`src/rtl/ahb_decoder_mux.sv`:
```
// AHB-Lite address decoder plus response mux with a built-in two-cycle ERROR default slave.
// Zero added latency on the response path; wait states from the selected slave freeze the data-phase register and the default-slave FSM.
module ahb_decoder_mux #(
    parameter int NUM_SLAVES = 4,
    parameter int ADDR_W     = 32,
    parameter int DATA_W     = 32,
    parameter logic [NUM_SLAVES*ADDR_W-1:0] SLV_BASE =
        {32'hC000_0000, 32'h8000_0000, 32'h4000_0000, 32'h0000_0000},
    parameter logic [NUM_SLAVES*ADDR_W-1:0] SLV_MASK = {4{32'hC000_0000}},
    parameter int IDX_W      = $clog2(NUM_SLAVES + 1)
) (
    input  logic                         hclk,
    input  logic                         hrst,
    input  logic [ADDR_W-1:0]            haddr,
    input  logic [1:0]                   htrans,
    output logic [NUM_SLAVES-1:0]        hsel,
    output logic [IDX_W-1:0]             sel,
    input  logic [NUM_SLAVES*DATA_W-1:0] hrdata_s,
    input  logic [NUM_SLAVES-1:0]        hreadyout_s,
    input  logic [NUM_SLAVES-1:0]        hresp_s,
    output logic [DATA_W-1:0]            hrdata,
    output logic                         hready,
    output logic                         hresp
);

    localparam logic [IDX_W-1:0] DEF_IDX = IDX_W'(NUM_SLAVES);

    typedef enum logic [1:0] {
        DS_IDLE,
        DS_ERR1,
        DS_ERR2
    } ds_state_t;

    ds_state_t        ds_q, ds_d;
    logic [IDX_W-1:0] dp_idx_q, dp_idx_d;
    logic             dp_act_q, dp_act_d;
    logic             hit;
    logic             unmapped_req;

    // Lowest matching index wins, so the first hit blocks later ones.
    always_comb begin
        hsel = '0;
        sel  = DEF_IDX;
        hit  = 1'b0;
        for (int i = 0; i < NUM_SLAVES; i++) begin
            if (!hit && ((haddr & SLV_MASK[i*ADDR_W +: ADDR_W]) ==
                         (SLV_BASE[i*ADDR_W +: ADDR_W] & SLV_MASK[i*ADDR_W +: ADDR_W]))) begin
                hit     = 1'b1;
                hsel[i] = 1'b1;
                sel     = IDX_W'(i);
            end
        end
    end

    always_comb begin
        hready = 1'b1;
        hresp  = 1'b0;
        hrdata = '0;
        if (dp_act_q) begin
            if (dp_idx_q == DEF_IDX) begin
                hready = (ds_q != DS_ERR1);
                hresp  = (ds_q != DS_IDLE);
            end else begin
                for (int i = 0; i < NUM_SLAVES; i++) begin
                    if (dp_idx_q == IDX_W'(i)) begin
                        hrdata = hrdata_s[i*DATA_W +: DATA_W];
                        hready = hreadyout_s[i];
                        hresp  = hresp_s[i];
                    end
                end
            end
        end
    end

    always_comb begin
        dp_idx_d     = dp_idx_q;
        dp_act_d     = dp_act_q;
        ds_d         = ds_q;
        unmapped_req = hready && htrans[1] && (sel == DEF_IDX);
        if (hready) begin
            dp_idx_d = sel;
            dp_act_d = htrans[1];
        end
        case (ds_q)
            DS_IDLE: if (unmapped_req) ds_d = DS_ERR1;
            DS_ERR1: ds_d = DS_ERR2;
            DS_ERR2: ds_d = unmapped_req ? DS_ERR1 : DS_IDLE;
            default: ds_d = DS_IDLE;
        endcase
    end

    always_ff @(posedge hclk or posedge hrst) begin
        if (hrst) begin
            dp_idx_q <= '0;
            dp_act_q <= 1'b0;
            ds_q     <= DS_IDLE;
        end else begin
            dp_idx_q <= dp_idx_d;
            dp_act_q <= dp_act_d;
            ds_q     <= ds_d;
        end
    end

endmodule

```
`config.mk`:
```
export PLATFORM = sky130hd
export DESIGN_NAME = ahb_decoder_mux
export DESIGN_NICKNAME = d
export VERILOG_FILES = /design/src/rtl/ahb_decoder_mux.sv
export SDC_FILE = /design/constraint.sdc
export NUM_CORES = 1
export LEC_CHECK = 0
export CAP_MARGIN = 20
export CELL_PAD_IN_SITES_DETAIL_PLACEMENT = 1
export CELL_PAD_IN_SITES_GLOBAL_PLACEMENT = 2
export CORE_MARGIN = 5
export CORE_UTILIZATION = 10
export CTS_BUF_LIST = sky130_fd_sc_hd__clkbuf_16
export DETAILED_ROUTE_END_ITERATION = 10
export HOLD_SLACK_MARGIN = 0.05
export PLACE_DENSITY_LB_ADDON = 0.1
export SLEW_MARGIN = 20
export SYNTH_ARGS = -nofsm -noshare
export SYNTH_HDL_FRONTEND = slang
export SYNTH_SLANG_ARGS = --single-unit
```
`constraint.sdc`:
```
create_clock -name hclk -period 2.2 [get_ports hclk]
set_input_delay 0.33 -clock hclk [delete_from_list [all_inputs] [get_ports hclk]]
set_output_delay 0.33 -clock hclk [all_outputs]
set_load 0.005 [all_outputs]
```
==> results by group <==
Run status
  • Status: finished, final reports clean

Global route
  • Tot GR Track Use: 9.42%
  • Initial antenna violation count: 1
  • Largest net degree at the start of global routing: 27
  • Vias in the first global route: 2316
  • Total gr overflow: 0
  • First-pass GRT wire length: 13.5 mm

Route
  • WL final: 8.88 mm
  • WL/cell: 16.0 um
  • DRC Markers: 0
  • Via count: 2131
  • Via density: 3.83
  • Drt pass-1 iters: 4
  • 1st-iter DRT viols: 29
  • Remaining antenna violation count: 0

Worst setup path
  • Crit path cell chain: buf_4 -> buf_12 -> mux2_1 -> o22ai_1 -> nor2_1 -> clkdlybuf4s15_1
  • WP data required: 1870 ps
  • CP max FO: 16
  • Crit start category: register
  • Worst Setup SP: dp_idx_q[0]$_DFFE_PP0P_
  • Setup crit end kind: output port
  • Crit-path max cell delay: 520 ps
  • Reg2Reg Depth: 6
  • Crit-path slowest cell: dfrtp_4
  • R2R Path Start: dp_idx_q[1]$_DFFE_PP0P_
  • WS Path Type: reg -> out
  • Worst endpoint data arrival time: 1800 ps

Timing
  • Max Freq: 0.470 GHz
  • Max-slew violation count: 0
  • Setup violations, final: 0
  • Fin Setup TNS: 0 ps
  • Final Hold Viols: 0
  • Final WS setup: 73.0 ps
  • Fin crit share: 96.7%
  • Min Tclk post-route: 2130 ps
  • Clk_skew: 1.59 ps
  • Worst hold slack: 344 ps

Place
  • Dpl hpwl: 7.42 mm
  • Count of input and output buffers: 180
  • Post-place setup slack: 72.1 ps
  • Final Wtd Congestion: 0.699
  • Dpl cells: 551
  • DP Area: 3620 sq um

Layout
  • Final core occ: 24.6%
  • Final Instance Count excl. Fillers: 556
  • Final instance area: 3710 sq um
  • N_diodes: 0
  • Total Nets Final: 541
  • Layout cells sized above 1: 13.3%
  • Area Growth Syn to Fin: 144%

Synth
  • Synth area leaders: mux2_1 (33%), o22ai_1 (13%), mux2_2 (11%), dfrtp_1 (9.9%), nor2_1 (7.9%)
  • Yosys warning count: 0
  • Syn Area/Cell: 8.19 sq um
  • Ys flop type: dfrtp_1
  • Post-synthesis sequential area ratio: 9.86%
  • Gate Count Post-Synth: 186
  • #FFs+latches synth: 6
  • Async SR Flop Fraction: 100%
  • Synth area leader: mux2_1
  • Most instantiated cells after synthesis: mux2_1 (45), nor2_1 (32), o22ai_1 (32)
  • Synth cell types: 31
  • Area of the mapped netlist: 1520 sq um
  • Post-synth EDFFs: 0
  • Post-synth top area share: 33.3%
  • Count leader, synth: mux2_1

Floorplanning
  • Initial Util: 10.1%
  • Die Span Y: 133 um
  • Io pins: 213
  • Area of the core: 15100 sq um
  • Die Footprint: 17800 sq um
  • Die width: 133 um
  • FP Rows: 45

Power and ir drop
  • Peak supply drop: 0.000255 V
  • Final Power: 2.94 mW
  • Pleak: 1.47 nW
  • Pwr dens: 793 nW/um^2

Min path
  • Min-Delay Path Class: in -> async

Clock network
  • Longest Clk Path Bufs: 2
  • Clk sinks: 6
  • Reg clk slew, reported paths: 40 ps
  • TritonCTS clock tree: built
  • H-tree lvl count: 1
  • Clock latency on the worst-skew pair: 230 ps
  • Clock Root Buffer: clkbuf_16
  • CTS buffer count: 3

Job
  • Max Cap Viol: 0
## final timing paths
check | end | slack, ps
setup / recovery | hrdata[23] | 70
hold / removal | dp_idx_q[0]$_DFFE_PP0P_ | 340
setup reg to reg | dp_idx_q[0]$_DFFE_PP0P_ | 550
hold reg to reg | ds_q[1]$_DFFE_PP0P_ | 500
max in group asynchronous | dp_idx_q[0]$_DFFE_PP0P_ | 1620
min in group hclk | ds_q[1]$_DFFE_PP0P_ | 500
## kinds of logic (layout without fill, tap and decap cells)
group	Yosys count	after routing	share of synthesized area, %
buffers and inverters	24	205	8.55
DFF	6	6	9.86
and+or+nand+nor	49	49	15.6
muxes	65	65	48.5
other	1	2	0.246
AOI/OAI and AO/OA	41	41	17.3
## what timing repair did
action                                  in CTS  in global routing
pin swaps                                    0                  3
buffers inserted                             1                  0
gates resized for setup                     34                 18
endpoints found under the setup margin      34                  9
hold buffers                                 0                  0
## area by class of cell
| type | count | area (sq um) |
|---|---|---|
| repair buffers | 199 | 1950 |
| well taps | 188 | 235 |
| multi-input cells | 157 | 1280 |
| clock buffers | 3 | 75.1 |
| flip-flops and latches | 6 | 155 |
| clock inverters | 1 | 3.75 |
| fillers | 1803 | 11400 |
| inverters | 2 | 7.51 |
## cells in the final DEF, fill, tap and decap left out, types with 2 or more instances in the layout
cell type and instances:
clkbuf_16 3, mux2i_1 3, clkdlybuf4s50_1 146, mux2_2 15, and3_1 2, clkbuf_2 2
conb_1 2, buf_12 3, o22ai_1 31, inv_1 3, nand2b_1 4, clkdlybuf4s15_1 5
mux2_1 45, dlymetal6s2s_1 2, nor2_1 32, dlygate4sd2_1 25, nor2b_1 4, buf_4 15
a21oi_1 2, dfrtp_1 4
## report_power, final
part / switching [mW] / leakage (nW) / internal [mW]
sequential: 0.0586 / 0.0704 / 0.142
combinational: 1.06 / 1.36 / 1.39
clock: 0.0627 / 0.0423 / 0.236
total: 1.18 / 1.47 / 1.76
## flip-flops by register name (all words and copies together), names as in the netlist
name and count:
dp_idx_q 3, dp_act_q 1, ds_q 2
## worst max-delay path: cells and delay by family, from the launching register on
kind,cells,cell delay [ps]
flops,1,520
mux,1,310
buf+inv,3,520
compound gates,1,160
simple gates,1,60
## per-layer routing
metal	up-vias	wire length [um]	part of all wire (%)	GRT usage, %
met2	95	4340	49	16.3
met1	981	3740	42	12.1
met4	2	17	0.19	0.857
li1	1049	-	-	-
met5	-	13	0.15	0
met3	4	772	8.7	2.76
Power figures use the tool's default switching activity.
